### src/rtl/ex_mem_pipe_reg.sv
// EX/MEM pipeline register: elastic two-slot (main + skid) stage with flush,
// carrying the EX bundle plus a branch decision resolved at capture time.
module ex_mem_pipe_reg #(
    parameter int DATA_W  = 64,
    parameter int FUNCT_W = 4,
    parameter int RD_W    = 5
) (
    input  logic               clk,
    input  logic               reset,
    input  logic               flush,
    input  logic               in_valid,
    output logic               in_ready,
    input  logic [6:0]         ctrl_in,
    input  logic [DATA_W-1:0]  pc_plus_imm_in,
    input  logic [DATA_W-1:0]  alu_result_in,
    input  logic [DATA_W-1:0]  write_data_in,
    input  logic [FUNCT_W-1:0] funct_in,
    input  logic [RD_W-1:0]    rd_in,
    output logic               out_valid,
    input  logic               out_ready,
    output logic [6:0]         ctrl_store,
    output logic               branch_taken_store,
    output logic [DATA_W-1:0]  pc_plus_imm_store,
    output logic [DATA_W-1:0]  alu_result_store,
    output logic [DATA_W-1:0]  write_data_store,
    output logic [FUNCT_W-1:0] funct_store,
    output logic [RD_W-1:0]    rd_store
);

    typedef struct packed {
        logic [6:0]         ctrl;
        logic               taken;
        logic [DATA_W-1:0]  pc;
        logic [DATA_W-1:0]  alu;
        logic [DATA_W-1:0]  wd;
        logic [FUNCT_W-1:0] funct;
        logic [RD_W-1:0]    rd;
    } slot_t;

    slot_t mSlot_q, mSlot_d, sSlot_q, sSlot_d, inSlot;
    logic  mValid_q, mValid_d, sValid_q, sValid_d;
    logic  inFire, outFire;

    // ctrl bit map: 4 = Branch, 3 = Zero, 0 = Is_Greater
    function automatic logic branchTaken(input logic [6:0] ctrl, input logic [2:0] f3);
        logic cond;
        case (f3)
            3'b000:  cond = ctrl[3];
            3'b001:  cond = ~ctrl[3];
            3'b100:  cond = ~ctrl[0] & ~ctrl[3];
            3'b101:  cond = ctrl[0] | ctrl[3];
            default: cond = 1'b0;
        endcase
        return ctrl[4] & cond;
    endfunction

    always_comb begin
        inFire  = in_valid & ~sValid_q;
        outFire = mValid_q & out_ready;

        inSlot.ctrl  = ctrl_in;
        inSlot.taken = branchTaken(ctrl_in, funct_in[2:0]);
        inSlot.pc    = pc_plus_imm_in;
        inSlot.alu   = alu_result_in;
        inSlot.wd    = write_data_in;
        inSlot.funct = funct_in;
        inSlot.rd    = rd_in;

        mSlot_d  = mSlot_q;
        sSlot_d  = sSlot_q;
        mValid_d = mValid_q;
        sValid_d = sValid_q;

        // Empty slots keep their data but zero ctrl/taken so a bubble is a NOP.
        if (flush) begin
            mValid_d      = 1'b0;
            sValid_d      = 1'b0;
            mSlot_d.ctrl  = '0;
            mSlot_d.taken = 1'b0;
            sSlot_d.ctrl  = '0;
            sSlot_d.taken = 1'b0;
        end else if (!mValid_q || outFire) begin
            if (sValid_q) begin
                mSlot_d  = sSlot_q;
                mValid_d = 1'b1;
            end else if (inFire) begin
                mSlot_d  = inSlot;
                mValid_d = 1'b1;
            end else begin
                mValid_d      = 1'b0;
                mSlot_d.ctrl  = '0;
                mSlot_d.taken = 1'b0;
            end
            sValid_d      = 1'b0;
            sSlot_d.ctrl  = '0;
            sSlot_d.taken = 1'b0;
        end else if (inFire) begin
            sSlot_d  = inSlot;
            sValid_d = 1'b1;
        end
    end

    always_ff @(posedge clk) begin
        if (reset) begin
            mSlot_q  <= '0;
            sSlot_q  <= '0;
            mValid_q <= 1'b0;
            sValid_q <= 1'b0;
        end else begin
            mSlot_q  <= mSlot_d;
            sSlot_q  <= sSlot_d;
            mValid_q <= mValid_d;
            sValid_q <= sValid_d;
        end
    end

    assign in_ready           = ~sValid_q;
    assign out_valid          = mValid_q;
    assign ctrl_store         = mSlot_q.ctrl;
    assign branch_taken_store = mSlot_q.taken;
    assign pc_plus_imm_store  = mSlot_q.pc;
    assign alu_result_store   = mSlot_q.alu;
    assign write_data_store   = mSlot_q.wd;
    assign funct_store        = mSlot_q.funct;
    assign rd_store           = mSlot_q.rd;

endmodule

### config.mk
export PLATFORM = sky130hd
export DESIGN_NAME = ex_mem_pipe_reg
export DESIGN_NICKNAME = d
export VERILOG_FILES = /design/src/rtl/ex_mem_pipe_reg.sv
export SDC_FILE = /design/constraint.sdc
export NUM_CORES = 1
export LEC_CHECK = 0
export ABC_AREA = 1
export CAP_MARGIN = 0
export CELL_PAD_IN_SITES_DETAIL_PLACEMENT = 1
export CELL_PAD_IN_SITES_GLOBAL_PLACEMENT = 1
export CORE_MARGIN = 3
export CORE_UTILIZATION = 32
export CTS_BUF_LIST = sky130_fd_sc_hd__clkbuf_8
export CTS_CLUSTER_DIAMETER = 60
export DETAILED_ROUTE_END_ITERATION = 8
export PLACE_DENSITY = 0.83
export SYNTH_ARGS = -nofsm -noshare
export SYNTH_HDL_FRONTEND = slang
export SYNTH_SLANG_ARGS = --single-unit
### constraint.sdc
create_clock -name clk -period 1.35 [get_ports clk]
set_input_delay 0.405 -clock clk [delete_from_list [all_inputs] [get_ports clk]]
set_output_delay 0.405 -clock clk [all_outputs]
set_load 0.05 [all_outputs]
==> impl_metrics.ini <==
[setup_path]
path_buf_inv = 8
cp_max_fo = 6
timing.rr.start = out_valid
crit_path_max_incr_delay_ns = 0.58
cp.depth = 12
crit_top_cell = buf_6
cp_top_family = simple AND/OR/NAND/NOR gates
required_ns = 1.91
crit_path_end_kind = register
timing.rr.end = sSlot_q[172]
path_class = reg -> reg
cp.arrival_ns = 3.15
cp_slowest_cell = nor2_1
r2r_slack_ns = -1.25
crit_path_end = sSlot_q[172]
crit_chain = inv_4 -> nor2_4 -> buf_6 -> nand3_4 -> buf_8 -> clkinv_16 -> buf_12 -> buf_6 -> buf_6 -> clkbuf_16 -> nor2_4 -> nor2_1
startpoint_type = register
critPathLaunch = out_valid
ff2ff_path_depth = 12

[global_routing]
antenna_found_initial = 42
grt_pass1_wl_mm = 143
grt_usage = 0.327
grt_pass1_vias = 23124
grt_overflow = 0
grt_max_degree = 67

[synthesis]
synth_nets = 2702
synth-seq-area-share = 0.486
avgSynthCellArea_um2 = 6.95
ys_warn_count = 0
netlist-cell-type-count = 20
synth_seq_cells = 420
syn_inst = 2489
syn-cell-area_mm2 = 0.0173

[sta]
rsz0062_at_grt = true
hold_viol = 0
fin_crit_sh = 1.92
setup_viol = 631
fin_setup_tns_ns = -322.42
holdWs_ns = 0.342
layout_setup_ws_ns = -1.25
layout_min_cycle_time_ns = 2.60
worst_pin_slew_ns = 0.878
max_slew_margin = 0.412
finClkSkew_ns = 0.0956
fmax_mhz = 385
report.final.slew_viol_count = 0

[drt]
drt-vias-per-instance = 6.67
drt-total-wl_mm = 169
drcViolationCount = 0
first_pass_iters = 6
drtAntennaViolNets = 0
dr.first_iter.drc_count = 3216
wire_per_inst_um = 42.5
via_count = 26453

[clock_tree]
cts_num_sinks = 420
insertion_delay_ns = 0.77
cts-root-buf = clkbuf_8
cts_buffers = 77
clock_path_buffers = 3
clk_pin_slew_ns = 0.10
cts_max_level = 3
cts_tree = built

[pwr]
p_leak_nw = 14.4
powerDensity_mw_per_mm2 = 1080
irDropWorstVdd_mv = 0.800

[worst_hold_path]
hp-class = in -> reg
min_from = pc_plus_imm_in[31]

[floorplanning]
die_y_um = 238
die-area_mm2 = 0.0569
rows = 84
io-pin-count = 424
die_w_um = 238
core_area_mm2 = 0.0530
initial_core_util = 0.326

[final_layout]
nFillCells = 5419
synthToLayoutAreaGrowth_pct = 106
multi_input_area_mm2 = 0.0112
layout-drive-gt1-share = 0.493
final_net_count = 3391
seqCellArea_mm2 = 0.00892
stdcell_count = 3966

[place]
gp_congestion = 0.831
placed_cells = 3529
hpwl_mm = 48.5
pre_cts_ws_ns = -0.918
port_buffers = 423

[flow_run]
cap_violations = 0

[outcome]
violations = setup timing
status = complete, but fails checks
## logic make-up after synthesis
group                  Yosys count  synth area share
AOI/OAI and AO/OA              637             0.184
DFF                            420             0.486
and+or+nand+nor               1038             0.228
buffers and inverters          394             0.102
## state kept, by name, indices dropped and copies added, names as in the netlist
signal,cells
ctrl_store,7
out_valid,1
branch_taken_store,1
write_data_store,64
alu_result_store,64
funct_store,4
sSlot_q,209
pc_plus_imm_store,64
sValid_q,1
rd_store,5
## synthesized netlist by cell type (all sizes together)
library cell,count,area [um2]
nand2,627,2350
dfxtp,420,8410
o21ai,411,2060
nor2,406,1550
a21oi,226,1130
inv,213,800
buf,102,658
clkbuf,76,287
nand3,4,30.0
clkinv,3,12.5
nor3,1,5.00
## worst min path at each step
| stage | slack [ns] | end | cells past startpoint |
|---|---|---|---|
| 2_1_floorplan | 0.44 | sSlot_q[202] | 2 |
| 3_3_place_gp | 0.45 | sSlot_q[202] | 2 |
| 3_5_place_dp | 0.46 | sSlot_q[201] | 2 |
| 4_1_cts | 0.33 | sSlot_q[150] | 3 |
| 5_1_grt | 0.38 | sSlot_q[108] | 3 |
| 6_report | 0.34 | sSlot_q[168] | 3 |
## per-layer routing
layer | track usage | vias up | part of all wire | routed length (um)
met5 | 0 | - | 0.0064 | 1080
met4 | 0.229 | 40 | 0.14 | 23800
met3 | 0.0978 | 1719 | 0.14 | 23500
met2 | 0.567 | 2981 | 0.42 | 70000
met1 | 0.338 | 12420 | 0.30 | 50100
li1 | - | 9293 | - | -
## stage by stage
stage	area [um2]	util	total power [mW]
after floorplan	17400	-	16.3
after CTS	28900	0.546	33.7
final	35600	0.671	38.5
after global routing	35500	0.671	38.8
after detailed placement	24800	0.468	19.8
after global placement	24800	0.468	19.6
## worst reg2reg max path, delay by kind of cell (launching register included)
| kind | cells | cell delay (ns) |
|---|---|---|
| DFF | 1 | 0.42 |
| buffers and inverters | 8 | 0.95 |
| and+or+nand+nor | 4 | 1.02 |
## where the power goes
| part | switching, mW | internal (mW) |
|---|---|---|
| Clock | 7.42 | 7.35 |
| Combinational | 5.75 | 4.20 |
| Sequential | 0.873 | 12.9 |
## placed cells by master, fill, tap and decap left out, drive strengths merged
cell and count:
a21oi 226, nand3 4, nor2 406, clkdlybuf4s50 211, o21ai 411, buf 530
clkbuf 142, clkinvlp 1, diode 43, bufinv 4, bufbuf 1, dfxtp 420
nor3 1, clkinv 13, nand2 627, dlymetal6s2s 1, inv 237
## what timing repair did
| item | in CTS | in global routing |
|---|---|---|
| pin swaps | 43 | 276 |
| endpoints found under the hold margin | 0 | 0 |
| hold buffers | 0 | 0 |
| setup buffers | 67 | 109 |
| resized for setup | 527 | 1215 |
| setup endpoints to repair | 614 | 627 |
| cloned | 31 | 62 |
## cell type report
type / instances / share of cell area
Multi-Input combinational cell: 1675 / 0.315
Timing Repair inverter: 1 / 0.000844
Inverter: 216 / 0.0241
Timing Repair Buffer: 787 / 0.336
Sequential cell: 420 / 0.251
Clock inverter: 38 / 0.00834
Tap cell: 688 / 0.0242
Antenna cell: 43 / 0.00303
Clock buffer: 98 / 0.0379
Power figures use the tool's default switching activity.
